`src/rtl/sparse_mask_index_serializer_pkg.sv`:
```
// Shared NOU definitions for the sparse mask index serializer.
package sparse_mask_index_serializer_pkg;

    typedef enum logic {
        IDLE = 1'b0,
        SCAN = 1'b1
    } state_t;

    // Number of bits needed to express any bit position of an n-bit mask.
    function automatic int index_bits(input int n);
        return (n <= 1) ? 1 : $clog2(n);
    endfunction

    localparam int NOU_VECTOR_LENGTH = 8;
    localparam int NOU_INDEX_BITS    = index_bits(NOU_VECTOR_LENGTH);

endpackage

```
`src/rtl/find_first_one_index_forward.sv`:
```
// Forward priority encoder: reports the position of the lowest set bit.
module find_first_one_index_forward #(
    parameter int VECTOR_LENGTH    = 8,
    parameter int MAX_OUTPUT_WIDTH = 16
) (
    input  logic [VECTOR_LENGTH-1:0]    vector_in,
    output logic                        one_is_found_out,
    output logic [MAX_OUTPUT_WIDTH-1:0] first_one_index_out
);

    // Scan from the top down so the lowest set bit is the final winner.
    always_comb begin
        one_is_found_out    = 1'b0;
        first_one_index_out = '0;
        for (int unsigned i = VECTOR_LENGTH; i > 0; i--) begin
            if (vector_in[i-1]) begin
                one_is_found_out    = 1'b1;
                first_one_index_out = MAX_OUTPUT_WIDTH'(i - 1);
            end
        end
    end

endmodule

```
`src/rtl/sparse_mask_index_serializer.sv`:
```
// Serializes the set-bit positions of a captured mask, lowest first,
// one index per downstream handshake.
module sparse_mask_index_serializer
    import sparse_mask_index_serializer_pkg::*;
#(
    parameter int VECTOR_LENGTH    = 8,
    parameter int MAX_OUTPUT_WIDTH = 16
) (
    input  logic                        clk,
    input  logic                        rst,
    input  logic                        flush_in,
    input  logic                        mask_valid_in,
    input  logic [VECTOR_LENGTH-1:0]    mask_in,
    output logic                        mask_ready_out,
    output logic                        index_valid_out,
    output logic [MAX_OUTPUT_WIDTH-1:0] index_out,
    output logic [MAX_OUTPUT_WIDTH-1:0] index_seq_out,
    output logic                        index_last_out,
    output logic                        index_empty_out,
    input  logic                        index_ready_in
);

    localparam int INDEX_BITS = index_bits(VECTOR_LENGTH);

    if (MAX_OUTPUT_WIDTH < INDEX_BITS) begin : g_width_check
        $error("MAX_OUTPUT_WIDTH too narrow for VECTOR_LENGTH");
    end

    state_t                      state_q, state_d;
    logic [VECTOR_LENGTH-1:0]    work_q, work_d;
    logic [MAX_OUTPUT_WIDTH-1:0] seq_q, seq_d;
    logic                        empty_flag_q, empty_flag_d;

    logic                        one_found;
    logic [MAX_OUTPUT_WIDTH-1:0] first_index;
    logic                        in_scan;
    logic                        at_most_one;
    logic                        handshake;

    find_first_one_index_forward #(
        .VECTOR_LENGTH    (VECTOR_LENGTH),
        .MAX_OUTPUT_WIDTH (MAX_OUTPUT_WIDTH)
    ) u_ffo (
        .vector_in           (work_q),
        .one_is_found_out    (one_found),
        .first_one_index_out (first_index)
    );

    assign in_scan     = (state_q == SCAN);
    assign at_most_one = ((work_q & (work_q - 1'b1)) == '0);
    assign handshake   = in_scan && index_ready_in;

    // Outputs come from registered state only; idle values are forced to zero.
    assign index_valid_out = in_scan;
    assign index_out       = in_scan ? first_index : '0;
    assign index_seq_out   = in_scan ? seq_q : '0;
    assign index_last_out  = in_scan && at_most_one;
    assign index_empty_out = in_scan && empty_flag_q;

    // State and working-copy registers.
    always_ff @(posedge clk or posedge rst) begin
        if (rst) begin
            state_q      <= IDLE;
            work_q       <= '0;
            seq_q        <= '0;
            empty_flag_q <= 1'b0;
        end else begin
            state_q      <= state_d;
            work_q       <= work_d;
            seq_q        <= seq_d;
            empty_flag_q <= empty_flag_d;
        end
    end

    // Next-state logic: accept in IDLE, consume one bit per handshake in SCAN.
    always_comb begin
        state_d        = state_q;
        work_d         = work_q;
        seq_d          = seq_q;
        empty_flag_d   = empty_flag_q;
        mask_ready_out = 1'b0;

        case (state_q)
            IDLE: begin
                mask_ready_out = !flush_in;
                if (mask_valid_in && !flush_in) begin
                    work_d       = mask_in;
                    seq_d        = '0;
                    empty_flag_d = (mask_in == '0);
                    state_d      = SCAN;
                end
            end
            SCAN: begin
                if (handshake) begin
                    // Clearing the lowest set bit is the bit at index_out.
                    work_d = work_q & (work_q - 1'b1);
                    seq_d  = seq_q + MAX_OUTPUT_WIDTH'(1);
                    if (at_most_one) begin
                        state_d = IDLE;
                    end
                end
            end
            default: state_d = IDLE;
        endcase

        // A handshake coinciding with flush still counts; nothing follows it.
        if (flush_in) begin
            state_d      = IDLE;
            work_d       = '0;
            seq_d        = '0;
            empty_flag_d = 1'b0;
        end
    end

    found_matches_empty: assert property (
        @(posedge clk) disable iff (rst) in_scan |-> (one_found == !empty_flag_q)
    );

endmodule

```
`config.mk`:
```
export PLATFORM = sky130hd
export DESIGN_NAME = sparse_mask_index_serializer
export DESIGN_NICKNAME = d
export VERILOG_FILES = /design/src/rtl/sparse_mask_index_serializer_pkg.sv /design/src/rtl/find_first_one_index_forward.sv /design/src/rtl/sparse_mask_index_serializer.sv
export SDC_FILE = /design/constraint.sdc
export NUM_CORES = 1
export LEC_CHECK = 0
export CELL_PAD_IN_SITES_DETAIL_PLACEMENT = 2
export CELL_PAD_IN_SITES_GLOBAL_PLACEMENT = 2
export CORE_AREA = 2 2 82 84
export DETAILED_ROUTE_END_ITERATION = 10
export DIE_AREA = 0 0 84 86
export PLACE_DENSITY = 0.89
export SLEW_MARGIN = 0
export SYNTH_ARGS = -nofsm -noshare
export SYNTH_HDL_FRONTEND = slang
export SYNTH_SLANG_ARGS = --single-unit
export TNS_END_PERCENT = 50
```
`constraint.sdc`:
```
create_clock -name clk -period 2.1 [get_ports clk]
set_input_delay 0.42 -clock clk [delete_from_list [all_inputs] [get_ports clk]]
set_output_delay 0.42 -clock clk [all_outputs]
set_load 0.01 [all_outputs]
```
==> impl_results.md <==
* GRT Total Usage at 18.57%
* WL per Instance at 19.27 um
* Cell Area, Synth at 1682 sq um
* Largest cells by area after synthesis: dfrtp_1 (39%), and2_1 (6.7%), buf_4 (5.8%)
* Post-Synth XOR/XNOR Area at 1.042%
* CORE AREA at 6277 sq um
* FF-to-FF setup slack at 170 ps
* IO Port Bufs at 35
* Final GP Congestion at 0.8077
* Die ar. at 7224 sq um
* Multiplexer share of the synthesized area at 0%
* Synth Warn # at 0
* Final wirelength at 6685 um
* CTS Hold Bufs at 0
* Drt first pass iters at 4
* Clock Latency Late Sink at 290 ps
* Post-synth EDFFs at 0
* Max-slew violation count at 0
* Most frequent cell after synthesis: dfrtp_1
* Power Density at 548.6 nW/um^2
* Grt ovf at 0
* Period utilisation layout at 108.6%
* Initial antenna violation count at 0
* # diodes at 0
* Layout fillers at 712
* Crit path kind: reg -> out
* Area growth syn-to-layout at 42.93%
* Vias per cell at 5.254
* Total number of vias at 1823
* Design Power at 0.001319 W
* CP max FO at 3
* Max Clk Rate at 0.4385 GHz
* Worst Clk Skew at 8.893 ps
* Top routing layer in use: met4
* Chip Width at 84 um
* Synth Register Bits at 26
* Max Cap Violations at 0
* Routed Antenna Nets at 0
* Unrepaired setup endpoints after global routing: true
* Wl on met1 at 2861 um
* Complex-gate fraction of the synthesized area at 19.49%
* Sequential cell area at 653.1 sq um
* Root buffer cell: clkbuf_8
* Drt drc at 0
* Worst Setup Start Kind: flop
* Post-Synth Adder-Cell Area at 1.339%
* Clock transition at path regs at 110 ps
* Setup violators final at 2
* Post-Syn Instances at 204
* Data arrival time of the critical path at 1860 ps
* Vias in the first global route at 1976
* DP HPWL at 4697 um
* Period minus WS final at 2281 ps
* Ports at 49
* Status: finished, violations left
* Initial Util at 26.79%
* Predominant post-synthesis flop cell: dfrtp_1
* Final Hold Viols at 0
* CTS tree: done
* Number of buffers created by CTS at 3
* Most instantiated cells after synthesis: dfrtp_1 (26), nand2_1 (21), a21oi_1 (18), and2_1 (18), o21ai_0 (18)
* FP Rows at 29
* CP Capture Type: output pin
* Syn Area/Cell at 8.243 sq um
* Pleak at 1.053 nW
* NumNets Final at 285
* Yosys top cell area share at 38.69%
* Setup WS post-layout at -180.6 ps
* Hold Path Class: reg -> reg
* Ys async rst share at 100.0%
* Metal2 WL at 3395 um
* Seq/Total Area, Yosys at 38.69%
* Met3 wire len at 192 um
* Critical Path RT at 1680 ps
* DR iter-0 viols at 51
* Failing checks: negative setup slack
* Worst slack, placed at -400.0 ps
* Largest family of logic cells by synthesized area: simple AND/OR/NAND/NOR gates
* Area of the multi-input gates at 938.4 sq um
* CTS Sinks at 26
* Post-synthesis cell type count at 41
* Die H at 86 um
* VDD IR-drop max at 267.5 uV
* Share of cells above drive strength 1 at 21.48%
* Yosys top cell by area: dfrtp_1
* CTS H-tree lvls at 1
* Largest net degree at the start of global routing at 27
* Clock Tree Buf Depth at 2
* Synth Area in Simple Gates at 29.54%
* First-pass GRT wire length at 10480 um
-- stage by stage --
stage | hold slack [ps] | setup TNS (ps) | utilization (%) | std cells | cell area, sq um
2_1_floorplan | 431.1 | 0 | - | 216 | 1727
3_3_place_gp | 458.0 | -398.0 | 36.46 | 339 | 2288
3_5_place_dp | 467.7 | -776.9 | 36.46 | 339 | 2288
4_1_cts | 491.6 | -182.7 | 37.85 | 344 | 2376
5_1_grt | 532.6 | -386.7 | 38.29 | 347 | 2404
6_report | 487.6 | -271.4 | 38.29 | 347 | 2404
-- where the power goes --
group          internal [W]  switching [W]
Sequential         0.000517      0.0000197
Clock              0.000256       0.000190
Combinational      0.000151       0.000184
-- cells in the final DEF, fill, tap and decap left out, drive strengths merged, types with 5 or more instances in the layout --
cell           instances
nand3                  6
clkdlybuf4s50         29
clkbuf                 5
conb                  13
o21ai                 18
or3                   10
inv                    6
nor2                  11
a21oi                 18
dfrtp                 26
and2                  18
nand2                 21
buf                   39
-- logic make-up (layout without fill, tap and decap cells) --
kind of cell,after synthesis,after routing
AND/OR/NAND/NOR,91,91
AO/OA/AOI/OAI,53,53
buffers and inverters,29,83
flip-flops,26,26
adder cells (fa/ha/maj),2,2
XOR/XNOR,2,2
other,1,13
-- cell type report --
class | count | share of cell area (%)
inverter | 6 | 0.9370
sequential | 26 | 27.17
clock buffer | 3 | 1.718
tap | 77 | 4.008
clock inverter | 1 | 1.249
multi-input combinational | 161 | 39.04
timing repair buffer | 73 | 25.87
-- worst max-delay path: stages (launching register included) --
cell     delay, ps
dfrtp_1        420
or4_4          570
a21oi_2        160
nor2_2          70
nor3b_2        180
buf_2          170
-- timing repair --
action                                  in CTS  in global routing
endpoints found under the setup margin      22                 19
pin swaps                                    5                  0
setup buffers                                1                  3
endpoints found under the hold margin        0                  0
gates resized for setup                     19                  6
-- registers in the layout, indices dropped and copies added, names as in the netlist --
register and count:
work_q 8, seq_q 16, index_valid_out 1, empty_flag_q 1
-- per-layer routing --
metal / vias to the layer above / GRT usage, %
met2: 49 / 33.53
met5: - / 0
met1: 924 / 22.39
met4: 0 / 8.651
li1: 833 / -
met3: 17 / 1.636
-- worst paths after layout --
| path | depth (start not counted) | end | start |
|---|---|---|---|
| worst max-delay path | 5 | index_last_out | work_q[2] |
| worst min-delay path | 2 | empty_flag_q | empty_flag_q |
| worst max register to register | 6 | seq_q[12] | index_valid_out |
| worst min register to register | 2 | empty_flag_q | empty_flag_q |
| max in group asynchronous | 3 | work_q[6] | rst |
| min in group asynchronous | 3 | work_q[3] | rst |
Power figures use the tool's default switching activity.
